===== config.mk =====
export PLATFORM = sky130hd
export DESIGN_NAME = decompose_ctrl
export DESIGN_NICKNAME = d
export VERILOG_FILES = /design/src/rtl/decomp_pkg.sv /design/src/rtl/decomp_prefetch_fifo.sv /design/src/rtl/decompose_ctrl.sv
export SDC_FILE = /design/constraint.sdc
export NUM_CORES = 1
export LEC_CHECK = 0
export CAP_MARGIN = 20
export CORE_AREA = 10 10 232 234
export DETAILED_ROUTE_END_ITERATION = 8
export DIE_AREA = 0 0 242 244
export PLACE_DENSITY = 0.59
export RECOVER_POWER = 25
export SLEW_MARGIN = 40
export SYNTH_ARGS = -nofsm -noshare
export SYNTH_HDL_FRONTEND = slang
export SYNTH_HIERARCHICAL = 1
export SYNTH_SLANG_ARGS = --single-unit

===== constraint.sdc =====
create_clock -name clk -period 5.2 [get_ports clk]
set_clock_uncertainty 0.15 [all_clocks]
set_input_delay 0.52 -clock clk [delete_from_list [all_inputs] [get_ports clk]]
set_output_delay 0.52 -clock clk [all_outputs]
set_load 0.01 [all_outputs]

===== src/rtl/decomp_pkg.sv =====
// Shared constants, state encoding and sec-level helper for the decomposer
// sequencer (decompose_ctrl and decomp_prefetch_fifo).
package decomp_pkg;

    localparam int COEFF_W = 24;
    localparam int LANES   = 4;
    localparam int N_COEFF = 256;
    localparam int ADDR_W  = 6;
    localparam int WORD_W  = LANES * COEFF_W;
    localparam int N_WORDS = N_COEFF / LANES;
    localparam int CNT_W   = ADDR_W + 1;

    localparam logic [22:0] Q = 23'd8380417;

    localparam logic [2:0] SEC_LVL_2 = 3'b010;
    localparam logic [2:0] SEC_LVL_3 = 3'b011;
    localparam logic [2:0] SEC_LVL_5 = 3'b101;

    typedef enum logic [1:0] {
        ST_IDLE,
        ST_RUN,
        ST_DRAIN,
        ST_DONE
    } ctrl_state_e;

    function automatic logic sec_lvl_legal(input logic [2:0] lvl);
        return (lvl == SEC_LVL_2) || (lvl == SEC_LVL_3) || (lvl == SEC_LVL_5);
    endfunction

endpackage


===== src/rtl/decomp_prefetch_fifo.sv =====
// Two-entry prefetch buffer between the 1-cycle coefficient RAM and the
// decomposer input; tracks occupancy plus the read in flight.
module decomp_prefetch_fifo
    import decomp_pkg::*;
(
    input  logic              clk,
    input  logic              rst,
    input  logic              issue_i,
    input  logic [WORD_W-1:0] rd_data_i,
    input  logic              pop_i,
    output logic              can_issue_o,
    output logic              valid_o,
    output logic [WORD_W-1:0] head_o
);
    logic [WORD_W-1:0] mem_q [2];
    logic [1:0]        count_q, count_d;
    logic [1:0]        avail;
    logic              inflight_q;
    logic              wptr_q, rptr_q;

    // Words usable this cycle: stored entries plus the one arriving from RAM.
    assign avail       = count_q + {1'b0, inflight_q};
    assign count_d     = avail - {1'b0, pop_i};
    assign can_issue_o = (count_d < 2'd2);
    assign valid_o     = (avail != 2'd0);

    // An empty buffer forwards the arriving word directly so a full-rate stream sees no bubble.
    always_comb begin
        head_o = '0;
        if (count_q != 2'd0) begin
            head_o = mem_q[rptr_q];
        end else if (inflight_q) begin
            head_o = rd_data_i;
        end
    end

    for (genvar gi = 0; gi < 2; gi++) begin : g_slot
        always_ff @(posedge clk) begin
            if (!rst) begin
                mem_q[gi] <= '0;
            end else if (inflight_q && (wptr_q == 1'(gi))) begin
                mem_q[gi] <= rd_data_i;
            end
        end
    end

    always_ff @(posedge clk) begin
        if (!rst) begin
            count_q    <= '0;
            inflight_q <= 1'b0;
            wptr_q     <= 1'b0;
            rptr_q     <= 1'b0;
        end else begin
            count_q    <= count_d;
            inflight_q <= issue_i;
            wptr_q     <= wptr_q ^ inflight_q;
            rptr_q     <= rptr_q ^ pop_i;
        end
    end

endmodule


===== src/rtl/decompose_ctrl.sv =====
// Sequencer streaming one 256-coefficient polynomial through coeff_decomposer into r1/r0 RAMs.
// Defining DECOMP_STALL_CNT_EN adds the saturating stall counter on stall_cnt.
module decompose_ctrl
    import decomp_pkg::*;
(
    input  logic              clk,
    input  logic              rst,
    input  logic              start,
    input  logic [2:0]        sec_lvl,
    output logic              busy,
    output logic              done,
    output logic              err,
    output logic              rd_en,
    output logic [ADDR_W-1:0] rd_addr,
    input  logic [WORD_W-1:0] rd_data,
    output logic [2:0]        dec_sec_lvl,
    output logic              dec_valid_o,
    input  logic              dec_ready_i,
    output logic [WORD_W-1:0] dec_di,
    input  logic              dec_valid_i,
    output logic              dec_ready_o,
    input  logic [WORD_W-1:0] dec_doa,
    input  logic [WORD_W-1:0] dec_dob,
    output logic              wr_en,
    output logic [ADDR_W-1:0] wr_addr,
    output logic [WORD_W-1:0] wr_r1,
    output logic [WORD_W-1:0] wr_r0,
    output logic [15:0]       stall_cnt
);
    ctrl_state_e      state_q, state_d;
    logic [2:0]       lvl_q, lvl_d;
    logic             err_q, err_d;
    logic [CNT_W-1:0] rd_cnt_q, rd_cnt_d;
    logic [CNT_W-1:0] in_cnt_q, in_cnt_d;
    logic [CNT_W-1:0] out_cnt_q, out_cnt_d;
    logic             running, start_ok, in_hs, out_hs, can_issue, buf_valid;
    logic [WORD_W-1:0] buf_head;

    assign running     = (state_q == ST_RUN) || (state_q == ST_DRAIN);
    assign start_ok    = (state_q == ST_IDLE) && start && sec_lvl_legal(sec_lvl);
    assign dec_valid_o = buf_valid && (in_cnt_q < CNT_W'(N_WORDS));
    assign dec_di      = buf_head;
    assign in_hs       = dec_valid_o && dec_ready_i;
    assign dec_ready_o = running && (out_cnt_q < CNT_W'(N_WORDS));
    assign out_hs      = dec_valid_i && dec_ready_o;
    assign rd_en       = (state_q == ST_RUN) && (rd_cnt_q < CNT_W'(N_WORDS)) && can_issue;
    assign rd_addr     = rd_cnt_q[ADDR_W-1:0];

    assign busy        = running;
    assign done        = (state_q == ST_DONE);
    assign err         = err_q;
    assign dec_sec_lvl = lvl_q;
    assign wr_en       = out_hs;
    assign wr_addr     = out_cnt_q[ADDR_W-1:0];
    assign wr_r1       = out_hs ? dec_doa : '0;
    assign wr_r0       = out_hs ? dec_dob : '0;

    decomp_prefetch_fifo u_fifo (
        .clk         (clk),
        .rst         (rst),
        .issue_i     (rd_en),
        .rd_data_i   (rd_data),
        .pop_i       (in_hs),
        .can_issue_o (can_issue),
        .valid_o     (buf_valid),
        .head_o      (buf_head)
    );

    always_comb begin
        state_d   = state_q;
        lvl_d     = lvl_q;
        err_d     = err_q;
        rd_cnt_d  = rd_cnt_q + CNT_W'(rd_en);
        in_cnt_d  = in_cnt_q + CNT_W'(in_hs);
        out_cnt_d = out_cnt_q + CNT_W'(out_hs);
        case (state_q)
            ST_IDLE: begin
                if (start) begin
                    if (sec_lvl_legal(sec_lvl)) begin
                        state_d   = ST_RUN;
                        lvl_d     = sec_lvl;
                        err_d     = 1'b0;
                        rd_cnt_d  = '0;
                        in_cnt_d  = '0;
                        out_cnt_d = '0;
                    end else begin
                        err_d = 1'b1;
                    end
                end
            end
            ST_RUN: begin
                if (rd_en && (rd_cnt_q == CNT_W'(N_WORDS - 1))) begin
                    state_d = ST_DRAIN;
                end
            end
            ST_DRAIN: begin
                if (out_cnt_d == CNT_W'(N_WORDS)) begin
                    state_d = ST_DONE;
                end
            end
            ST_DONE: state_d = ST_IDLE;
            default: state_d = ST_IDLE;
        endcase
    end

    always_ff @(posedge clk) begin
        if (!rst) begin
            state_q   <= ST_IDLE;
            lvl_q     <= '0;
            err_q     <= 1'b0;
            rd_cnt_q  <= '0;
            in_cnt_q  <= '0;
            out_cnt_q <= '0;
        end else begin
            state_q   <= state_d;
            lvl_q     <= lvl_d;
            err_q     <= err_d;
            rd_cnt_q  <= rd_cnt_d;
            in_cnt_q  <= in_cnt_d;
            out_cnt_q <= out_cnt_d;
        end
    end

`ifdef DECOMP_STALL_CNT_EN
    logic [15:0] stall_q, stall_d;
    logic        stall_event;

    // Pipeline fill before the first read is issued is not a starvation stall.
    assign stall_event = (running && dec_valid_o && !dec_ready_i) ||
                         ((state_q == ST_RUN) && !buf_valid && (rd_cnt_q != '0));

    always_comb begin
        stall_d = stall_q;
        if (start_ok) begin
            stall_d = '0;
        end else if (stall_event && (stall_q != 16'hFFFF)) begin
            stall_d = stall_q + 16'd1;
        end
    end

    always_ff @(posedge clk) begin
        if (!rst) begin
            stall_q <= '0;
        end else begin
            stall_q <= stall_d;
        end
    end

    assign stall_cnt = stall_q;
`else
    assign stall_cnt = '0;
`endif

endmodule


After elaboration in Yosys (flattened, before gate mapping)
Memory sizes are Yosys's and may differ from the RTL's. A register that Yosys moved wholly into a read port is not among the register bits.
Cells that the tools add are included.
Widths: inputs -> output; s select.
- register bits after elaboration: 32
- latch bits: 0
- bits in writable memories: 192
- bits in read-only memories: 0
- input port bits: 296
- output and inout bits: 326
- word-level logic and storage cells: 84
- memories kept: 1
- $add $sub $neg: 5
- multipliers: 0
- divide/modulo/power cells: 0
- order comparisons: 4
- equality and inequality tests: 12
- shifts and indexed selects: 0
- multiplexer cells: 29
- bitwise operators: 5
- reduce and logical (&&, ||, !) cells: 18
- memories (name ; words ; bits a word ; read ports ; clocked after memory_dff ; write ports ; RTL line ; source):
    u_fifo.mem_q ; 2 ; 96 ; 1 ; 1 ; 2 ; decomp_prefetch_fifo.sv:15 ; logic [WORD_W-1:0] mem_q [2];
- operator list (operator ; number):
    $mux 96 ; 6
    $mux 7 ; 9
    $add 7x1->7 ; 3
    $lt 7x7->1 const B ; 3
    $logic_and 1x1->1 ; 9
    $mux 1 ; 9
    $mux 2 ; 4
    $pmux 2 s4 ; 1
    $eq 7x6->1 const B ; 1
    $eq 7x7->1 const B ; 1
    $eq 3x2->1 const B ; 2
    $ne 2x1->1 const B ; 3
    $eq 2x2->1 const B ; 2
    $reduce_and 4->1 ; 1
    $reduce_bool 2->1 ; 2
    $eq 3x3->1 const B ; 1
    $logic_or 1x1->1 ; 3
    $reduce_and 3->1 ; 1
    $add 2x1->2 ; 1
    $eq 2x1->1 const B ; 1
    $logic_not 2->1 ; 1
    $lt 2x2->1 const B ; 1
    $ne 2x2->1 const B ; 1
    $or 1x1->1 ; 2
    other kinds (4) ; 5

Longest topological paths before layout
Gate-level depths: netlist of the first run.
- depth after elaboration: 11
- gate-level depth with buffers: 14
- depth with buffers taken out: 14

Hierarchy
The synthesis of the first run kept the hierarchy.
- by module, submodules not included (module ; times used ; cells an instance ; area each (µm²) ; seq. area each (µm²)):
    decomp_prefetch_fifo ; 1 ; 796 ; 9850.7 ; 5885.6
    decompose_ctrl ; 1 ; 415 ; 2906.5 ; 540.5

Worst setup path before layout of the first run
OpenSTA, ideal clock, no wires.
- path kind: flip-flop to flip-flop
- from: reg u_fifo.inflight_q
- to: mem u_fifo/mem_q[0][0] (netlist name), enable pin
- setup time: 0.471 ns
- arrival: 3.207 ns
- data required time: 4.579 ns
- path slack: 1.372 ns
- stages on the path, launching flop included: 4
- path buffers: 1
- period minus slack after synthesis: 3.828 ns
- cells stage by stage: dfxtp_1 > ha_1 > clkbuf_1 > nand2b_1
- RTL lines (what ; RTL line ; source):
    start, declared ; decomp_prefetch_fifo.sv:18 ; logic inflight_q;
    start signal, assigned ; decomp_prefetch_fifo.sv:55 ; inflight_q <= issue_i;
    end, declared ; decomp_prefetch_fifo.sv:15 ;

Worst setup path in the final report of the first run
- from: reg u_fifo.inflight_q
- to: out rd_en
- cells in the longest elaborated chain, start to end: 7
- ends and longest elaborated chain (what ; RTL line ; source):
    $add 2x1->2 ; decomp_prefetch_fifo.sv:22 ; assign avail = count_q + {1'b0, inflight_q};
    $reduce_bool 2->1 ; decomp_prefetch_fifo.sv:25 ; assign valid_o = (avail != 2'd0);
    named net buf_valid ; decompose_ctrl.sv:36 ; logic running, start_ok, in_hs, out_hs, can_issue, buf_valid;
    $logic_and 1x1->1 ; decompose_ctrl.sv:41 ; assign dec_valid_o = buf_valid && (in_cnt_q < CNT_W'(N_WORDS));
    $logic_and 1x1->1 ; decompose_ctrl.sv:43 ; assign in_hs = dec_valid_o && dec_ready_i;
    named net in_hs ; decompose_ctrl.sv:36 ;
    $sub 2x1->2 ; decomp_prefetch_fifo.sv:23 ; assign count_d = avail - {1'b0, pop_i};
    $lt 2x2->1 ; decomp_prefetch_fifo.sv:24 ; assign can_issue_o = (count_d < 2'd2);
    named net can_issue ; decompose_ctrl.sv:36 ;
    $logic_and 1x1->1 ; decompose_ctrl.sv:46 ; assign rd_en = (state_q == ST_RUN) && (rd_cnt_q < CNT_W'(N_WORDS)) && can_issue;
    end, declared ; decompose_ctrl.sv:13 ; output logic rd_en,
The timed path passes the listed nets, and every way through them passes these cells.

==> flow_metrics.env, run 1 <==
export IMPL_r2r_start="u_fifo/inflight_q"
export IMPL_num_vias=12253
export IMPL_grt_overflow_total=0
export IMPL_hold_viol=0
export IMPL_portBuffers=605
export IMPL_synth_area_leaders="edfxtp_1, and3_1, mux2i_1"
export IMPL_grt_pass1_wl_mm=104
export IMPL_std_cell_rows=82
export IMPL_yosysTopAreaCell="edfxtp_1"
export IMPL_synth_distinct_cells=40
export IMPL_final_nets=2021
export IMPL_insertion_delay_ns=0.52
export IMPL_drt_total_wl_mm=76.3
export IMPL_synth_area_per_cell_um2=10.5
export IMPL_worst_slew_pin_slew_ns=2.03
export IMPL_fin_ws_ns=1.15
export IMPL_tns_ns=0
export IMPL_mostFrequentLayoutCells="clkdlybuf4s50_1, and3_1, edfxtp_1"
export IMPL_critPathKind="register to output port"
export IMPL_leakagePower_uw=0.00830
export IMPL_postRouteAntennaNets=0
export IMPL_cts_root_buf="clkbuf_16"
export IMPL_fmax_ghz=0.247
export IMPL_layout_drive_gt1_share=0.0371
export IMPL_yosys_warnings=6
export IMPL_grt_usage=0.244
export IMPL_gp_congestion=0.926
export IMPL_die_area_mm2=0.0590
export IMPL_powerDensity_mw_per_mm2=476
export IMPL_clock_tree_htree_level_count=1
export IMPL_drt_first_pass_iters=5
export IMPL_grt_max_degree=110
export IMPL_wl_per_cell_um=31.7
export IMPL_hp_class="register to register"
export IMPL_ys_ff_latch=225
export IMPL_worstRegToRegCells=4
export IMPL_start_util=0.258
export IMPL_clkTransAtPathRegs_ns=0.06
export IMPL_post_cts_resized=0
export IMPL_setup_viol=0
export IMPL_ir_drop_mv=0.211
export IMPL_synth_edf_count=192
export IMPL_critPathRequiredTime_ns=4.53
export IMPL_synth_top_area_frac=0.452
export IMPL_grt_pass1_vias=12425
export IMPL_maxCapViolCount=2
export IMPL_drt_initial_drc_count=1301
export IMPL_reg2reg_to="u_fifo/mem_q[0][10]"
export IMPL_worst_setup_path_end_kind="output port"
export IMPL_seq_area_frac_synth=0.504
export IMPL_areaGrowthSynthToFinish_pct=55.8
export IMPL_status="finished with violations"
export IMPL_cts_tree="yes"
export IMPL_crit_path_start_kind="register"
export IMPL_dp_hpwl_mm=60.6
export IMPL_synthFlopType="edfxtp_1"
export IMPL_ios=622
export IMPL_core_area_mm2=0.0495
export IMPL_clk_path_buf_depth=3
export IMPL_synthCells=1211
export IMPL_cp_arrival_ns=3.38
export IMPL_worstSetupStartpoint="u_fifo/inflight_q"
export IMPL_cts_hold_fix_buffers=0
export IMPL_rsz0062_at_grt="no"
export IMPL_violations="max-capacitance violations, max-slew violations"
export IMPL_antenna_found_initial=32
export IMPL_relSlewSlack=-0.356
export IMPL_vias_per_cell=5.10
export IMPL_dpl_cell_area_mm2=0.0191
export IMPL_crit_path_end="rd_en"
export IMPL_fin_area_mm2=0.0199
export IMPL_critPathMaxFanout=36
export IMPL_finalMaxSlewViolations=194
export IMPL_die_h_um=244
export IMPL_whs_ns=0.340
export IMPL_post_cts_buffers=0
export IMPL_syn_area_mm2=0.0128
export IMPL_place_ws_ns=1.73
export IMPL_ff2ff_setup_slack_ns=1.37
export IMPL_fin_crit_ns=4.05
export IMPL_async_flop_share=0
export IMPL_die_x_um=242
export IMPL_final_common_cell="clkdlybuf4s50_1"
export IMPL_clock_sinks=225
export IMPL_drc=0
export IMPL_cts_buffers=24
export IMPL_period_share=0.778
[synth_stat cells (3+ instances only)]
cell type / n
and2_1: 5
nor2_1: 26
dfxtp_1: 33
xnor2_1: 10
nand2_1: 12
nand2b_1: 4
nand3_1: 8
ha_1: 16
buf_2: 14
mux2i_1: 99
buf_4: 33
buf_1: 4
clkbuf_1: 113
o21ai_0: 3
inv_1: 13
nor2b_1: 6
a21oi_1: 100
edfxtp_1: 192
a211oi_1: 96
buf_6: 6
xor2_1: 8
and3_1: 385
[per-layer routing]
metal	GRT usage	routed length [um]
met1	0.279	28900
met2	0.428	38100
met3	0.0783	6650
met4	0.0731	2510
met5	0	145
[logic make-up after synthesis]
kind of cell,after synthesis,synth area share
adders and majority gates,16,0.0157
muxes,99,0.0777
buffers and inverters,183,0.0685
other,1,0.000294
AOI/OAI and AO/OA,209,0.103
xor gates and xnor gates,18,0.0124
DFF,225,0.504
and+or+nand+nor,460,0.219
[flip-flops by register name, summed over array words and instances, names as in the netlist, named ones only]
register and cells:
u_fifo/rptr_q 1, in_cnt_q 7, state_q 2, u_fifo/inflight_q 1, u_fifo/mem_q 192, u_fifo/wptr_q 1
rd_cnt_q 7, err 1, out_cnt_q 7, dec_sec_lvl 3, u_fifo/count_q 2
[worst min-delay path by stage]
stage               startpoint         end  slack, ns  depth (start not counted)
floorplan           state_q[1]  state_q[1]       0.32                          2
global placement           err         err       0.31                          2
detailed placement         err         err       0.32                          2
CTS                        err         err       0.34                          2
global route               err         err       0.37                          2
finish                     err         err       0.34                          2
[per-stage QoR]
stage / util / total power (uW) / std cells
global route: 0.402 / 9910 / 2402
floorplan: - / 4860 / 1226
global placement: 0.386 / 7830 / 2353
finish: 0.402 / 9470 / 2404
CTS: 0.402 / 9580 / 2398
detailed placement: 0.387 / 7890 / 2355
[power breakdown]
| part | total, uW | internal [uW] | switching [uW] |
|---|---|---|---|
| sequential | 2420 | 2220 | 192 |
| combinational | 5390 | 2510 | 2880 |
| clock | 1650 | 948 | 707 |
[area by class of cell]
class	count	area [um2]
flip-flops and latches	225	6440
clock buffers	30	623
inverters	13	48.8
diodes	6	15.0
multi-input cells	818	5530
clock inverters	13	120
repair buffers	627	6260
fillers	4933	29600
well taps	672	841
[worst max-delay path, cell delays in order, from the launching register on]
cell	delay (ns)
dfxtp_4	0.64
ha_1	0.25
xnor2_1	0.21
nand2_1	0.08
nor2b_1	0.15
and2_0	0.21
ha_1	0.26
xor2_1	0.21
and3b_1	0.25
clkdlybuf4s50_1	0.57
(Power assumes the default switching activity.)
==> run 2: changes to the inputs <==
Clock period 5.2 ns to 4 ns, I/O delays scaled along.
==> flow_metrics.env, run 2 (same netlist as run 1, synthesis figures left out) <==
export IMPL_insertion_delay_ns=0.54
export IMPL_die_x_um=242
export IMPL_ios=622
export IMPL_areaGrowthSynthToFinish_pct=57.0
export IMPL_cp_arrival_ns=3.22
export IMPL_n_fill_cell=4882
export IMPL_cts_buffers=24
export IMPL_die_area_mm2=0.0590
export IMPL_ir_drop_mv=0.284
export IMPL_power_uw=12500
export IMPL_period_share=0.944
export IMPL_tns_ns=0
export IMPL_grt_pass1_wl_mm=101
export IMPL_grt_pass1_vias=12070
export IMPL_gp_congestion=1.10
export IMPL_cts_root_buf="clkbuf_16"
export IMPL_holdPathEnd="dec_sec_lvl[2]"
export IMPL_ff2ff_setup_slack_ns=0.72
export IMPL_leakagePower_uw=0.00837
export IMPL_critPathMaxFanout=51
export IMPL_worst_slew_pin_slew_ns=2.00
export IMPL_critPathRequiredTime_ns=3.45
export IMPL_fmax_ghz=0.265
export IMPL_cts_hold_fix_buffers=0
export IMPL_mostFrequentLayoutCells="clkdlybuf4s50_1, and3_1, edfxtp_1"
export IMPL_rsz0062_at_grt="no"
export IMPL_drc=0
export IMPL_min_path_cells=2
export IMPL_whs_ns=0.205
export IMPL_portBuffers=605
export IMPL_fin_crit_ns=3.77
export IMPL_start_util=0.258
export IMPL_clock_sinks=225
export IMPL_drt_initial_drc_count=902
export IMPL_drt_total_wl_mm=75.2
export IMPL_grt_max_degree=167
export IMPL_layout_drive_gt1_share=0.0410
export IMPL_clk_path_buf_depth=3
export IMPL_crit_path_start_kind="register"
export IMPL_maxCapViolCount=2
export IMPL_vias_per_cell=5.03
export IMPL_status="finished with violations"
export IMPL_cts_tree="yes"
export IMPL_top_register="u_fifo/mem_q"
export IMPL_finalMaxSlewViolations=194
export IMPL_antenna_found_initial=36
export IMPL_num_vias=12140
export IMPL_relSlewSlack=-0.330
export IMPL_violations="max-capacitance violations, max-slew violations"
export IMPL_hp_start="rst"
export IMPL_core_area_mm2=0.0495
export IMPL_drt_first_pass_iters=5
export IMPL_std_cell_rows=82
export IMPL_clock_tree_htree_level_count=1
export IMPL_worstRegToRegCells=4
export IMPL_grt_usage=0.240
export IMPL_hold_viol=0
export IMPL_final_nets=2026
export IMPL_die_h_um=244
export IMPL_postRouteAntennaNets=0
export IMPL_hp_class="input pin to register"
export IMPL_largest_register_ff_count=192
export IMPL_reg2reg_to="u_fifo/mem_q[1][15]"
export IMPL_wl_per_cell_um=31.2
export IMPL_grt_overflow_total=0
export IMPL_final_common_cell="clkdlybuf4s50_1"
export IMPL_critPathKind="register to output port"
export IMPL_clkTransAtPathRegs_ns=0.06
export IMPL_dp_hpwl_mm=60.4
export IMPL_r2r_start="u_fifo/inflight_q"
export IMPL_worst_setup_path_end_kind="output port"
export IMPL_powerDensity_mw_per_mm2=625
export IMPL_setup_viol=0
-- run 2: cell types whose count changed in the layout (fill, tap and decap cells not counted), sizes merged --
cell / delta
dlygate4sd3: -1
bufinv: +3
diode: +2
clkbuf: -2
clkinv: -2
clkinvlp: +3
buf: +4
clkdlybuf4s50: +1
-- run 2: power breakdown --
part	leakage, uW	total (uW)	switching, uW	internal [uW]
registers	0.00226	3030	138	2890
logic	0.00572	7120	3810	3320
clock network	0.000397	2380	952	1430
-- run 2: worst max-delay path by stage --
stage / start / to / slack, ns
final: u_fifo/count_q[0] / dec_di[3] / 0.23
after global routing: u_fifo/count_q[0] / rd_en / 0.06
after CTS: u_fifo/count_q[0] / rd_en / 0.09
after detailed placement: u_fifo/count_q[0] / rd_en / 0.70
after global placement: u_fifo/count_q[0] / dec_di[3] / 0.74
after floorplan: u_fifo/inflight_q / u_fifo/mem_q[0][0] / 0.17
-- run 2: stage by stage --
stage | worst slack (ns) | std cells | util | instance area, um2
after floorplan | 0.172 | 1226 | - | 12800
after global placement | 0.736 | 2359 | 0.388 | 19200
after detailed placement | 0.698 | 2359 | 0.388 | 19200
after CTS | 0.0916 | 2403 | 0.405 | 20100
after global routing | 0.0567 | 2409 | 0.405 | 20000
final | 0.225 | 2412 | 0.405 | 20000
-- run 2: per-layer routing --
metal  vias up  GRT usage  part of all wire
met2       551      0.430              0.51
met5         -          0            0.0021
met3        95     0.0780             0.087
met4        22     0.0671             0.028
met1      5939      0.267              0.37
li1       5533          -                 -
-- run 2: final cells by class --
cell class              count  area (um2)  share of cell area
diodes                      8        20.0            0.000999
clock buffers              27         612              0.0305
clock inverters            17         226              0.0113
inverters                  13        48.8             0.00244
multi-input cells         818        5530               0.276
flip-flops and latches    225        6430               0.321
well taps                 672         841              0.0420
repair buffers            632        6320               0.316
-- run 2: worst max-delay path: stages, from the launching register on --
cell	delay (ns)
dfxtp_1	0.34
buf_4	0.47
buf_4	0.59
a211oi_1	0.14
a21oi_1	0.45
clkdlybuf4s50_1	0.68
-- run 2: timing repair --
action	CTS	global route
buffers inserted	0	0
endpoints found under the setup margin	0	2
gates resized for setup	0	2
==> run 3: changes to the inputs <==
Settings changed: RECOVER_POWER 25 to 100.
==> flow_metrics.env, run 3 (same netlist as run 1, synthesis figures left out) <==
export IMPL_fmax_ghz=0.265
export IMPL_num_vias=12110
export IMPL_postRouteAntennaNets=0
export IMPL_fin_ws_ns=0.220
export IMPL_hold_viol=0
export IMPL_maxCapViolCount=2
export IMPL_portBuffers=605
export IMPL_largest_register_ff_count=192
export IMPL_status="finished with violations"
export IMPL_n_fill_cell=4889
export IMPL_std_cell_rows=82
export IMPL_drt_total_wl_mm=75.3
export IMPL_grt_max_degree=167
export IMPL_areaGrowthSynthToFinish_pct=56.7
export IMPL_drc=0
export IMPL_layout_drive_gt1_share=0.0404
export IMPL_holdPathEnd="dec_sec_lvl[1]"
export IMPL_setup_viol=0
export IMPL_powerDensity_mw_per_mm2=606
export IMPL_die_h_um=244
export IMPL_cts_root_buf="clkbuf_16"
export IMPL_critPathRequiredTime_ns=3.45
export IMPL_wl_per_cell_um=31.2
export IMPL_finalMaxSlewViolations=247
export IMPL_cp_arrival_ns=3.23
export IMPL_period_share=0.945
export IMPL_core_area_mm2=0.0495
export IMPL_die_x_um=242
export IMPL_clk_path_buf_depth=3
export IMPL_grt_pass1_wl_mm=101
export IMPL_antenna_found_initial=38
export IMPL_critPathMaxFanout=3
export IMPL_hp_class="input pin to register"
export IMPL_start_util=0.258
export IMPL_ios=622
export IMPL_top_register="u_fifo/mem_q"
export IMPL_clock_sinks=225
export IMPL_rsz0062_at_grt="no"
export IMPL_reg2reg_to="u_fifo/mem_q[1][80]"
export IMPL_leakagePower_uw=0.00912
export IMPL_worst_slew_pin_slew_ns=2.02
export IMPL_fin_area_mm2=0.0200
export IMPL_drt_first_pass_iters=5
export IMPL_final_nets=2026
export IMPL_tns_ns=0
export IMPL_worst_setup_path_end_kind="output port"
export IMPL_cts_buffers=24
export IMPL_dp_hpwl_mm=60.4
export IMPL_r2r_start="u_fifo/inflight_q"
export IMPL_final_common_cell="and3_1"
export IMPL_violations="max-capacitance violations, max-slew violations"
export IMPL_grt_usage=0.240
export IMPL_clkTransAtPathRegs_ns=0.06
export IMPL_insertion_delay_ns=0.54
export IMPL_gp_congestion=1.10
export IMPL_worstRegToRegCells=4
export IMPL_die_area_mm2=0.0590
export IMPL_relSlewSlack=-0.345
export IMPL_grt_overflow_total=0
export IMPL_ir_drop_mv=0.270
export IMPL_min_path_cells=3
export IMPL_crit_path_start_kind="register"
export IMPL_hp_start="rst"
export IMPL_clock_tree_htree_level_count=1
export IMPL_place_ws_ns=0.698
export IMPL_vias_per_cell=5.02
export IMPL_cts_hold_fix_buffers=0
export IMPL_ff2ff_setup_slack_ns=0.43
export IMPL_mostFrequentLayoutCells="and3_1, clkdlybuf4s50_1, dlygate4sd3_1"
export IMPL_dpl_cell_area_mm2=0.0192
export IMPL_fin_crit_ns=3.78
export IMPL_critPathKind="register to output port"
export IMPL_grt_pass1_vias=12070
export IMPL_drt_initial_drc_count=912
export IMPL_cts_tree="yes"
run 3: timing repair:
action / 4_1_cts / 5_1_grt
setup endpoints to repair: 0 / 2
gates resized for setup: 0 / 2
buffers inserted: 0 / 0
run 3: layout make-up:
| type | instances | area [um2] | area share |
|---|---|---|---|
| clock buffer | 27 | 612 | 0.0306 |
| multi-input combinational | 818 | 5520 | 0.276 |
| tap | 672 | 841 | 0.0420 |
| inverter | 13 | 48.8 | 0.00244 |
| timing repair buffer | 632 | 6290 | 0.315 |
| sequential | 225 | 6430 | 0.322 |
| clock inverter | 17 | 226 | 0.0113 |
| antenna | 8 | 20.0 | 0.00100 |
run 3: per-stage QoR:
| stage | util | std cells | power, uW | hold slack [ns] |
|---|---|---|---|---|
| detailed placement | 0.388 | 2359 | 10300 | 0.326 |
| global route | 0.404 | 2409 | 12700 | 0.208 |
| floorplan | - | 1226 | 6320 | 0.318 |
| global placement | 0.388 | 2359 | 10200 | 0.317 |
| finish | 0.404 | 2412 | 12100 | 0.208 |
| CTS | 0.405 | 2403 | 12700 | 0.204 |
run 3: critical path: stages (launching register included):
cell and delay, ns:
dfxtp_1 0.31, ha_1 0.22, xnor2_2 0.30, nand2_1 0.09, nor2b_1 0.14, and2_0 0.21
ha_1 0.26, xor2_1 0.28, and3b_1 0.28, clkdlybuf4s50_1 0.59
run 3: worst max-delay path by stage:
stage / start / endpoint / depth (start not counted)
6_report: u_fifo/count_q[0] / rd_en / 9
3_3_place_gp: u_fifo/count_q[0] / dec_di[3] / 5
5_1_grt: state_q[0] / wr_r1[95] / 6
4_1_cts: u_fifo/count_q[0] / rd_en / 9
2_1_floorplan: u_fifo/inflight_q / u_fifo/mem_q[0][0] / 3
3_5_place_dp: u_fifo/count_q[0] / rd_en / 9
run 3: routing by layer:
metal / vias to the layer above / share of wire / global-route usage
met5: - / 0.0021 / 0
met4: 22 / 0.029 / 0.0671
met3: 97 / 0.086 / 0.0780
met2: 548 / 0.51 / 0.430
met1: 5922 / 0.37 / 0.267
li1: 5521 / - / -
run 3: report_power, final:
group	switching [uW]	internal (uW)	total (uW)
clock	952	1430	2380
sequential	137	2890	3030
combinational	3750	2960	6710
total	4840	7280	12100
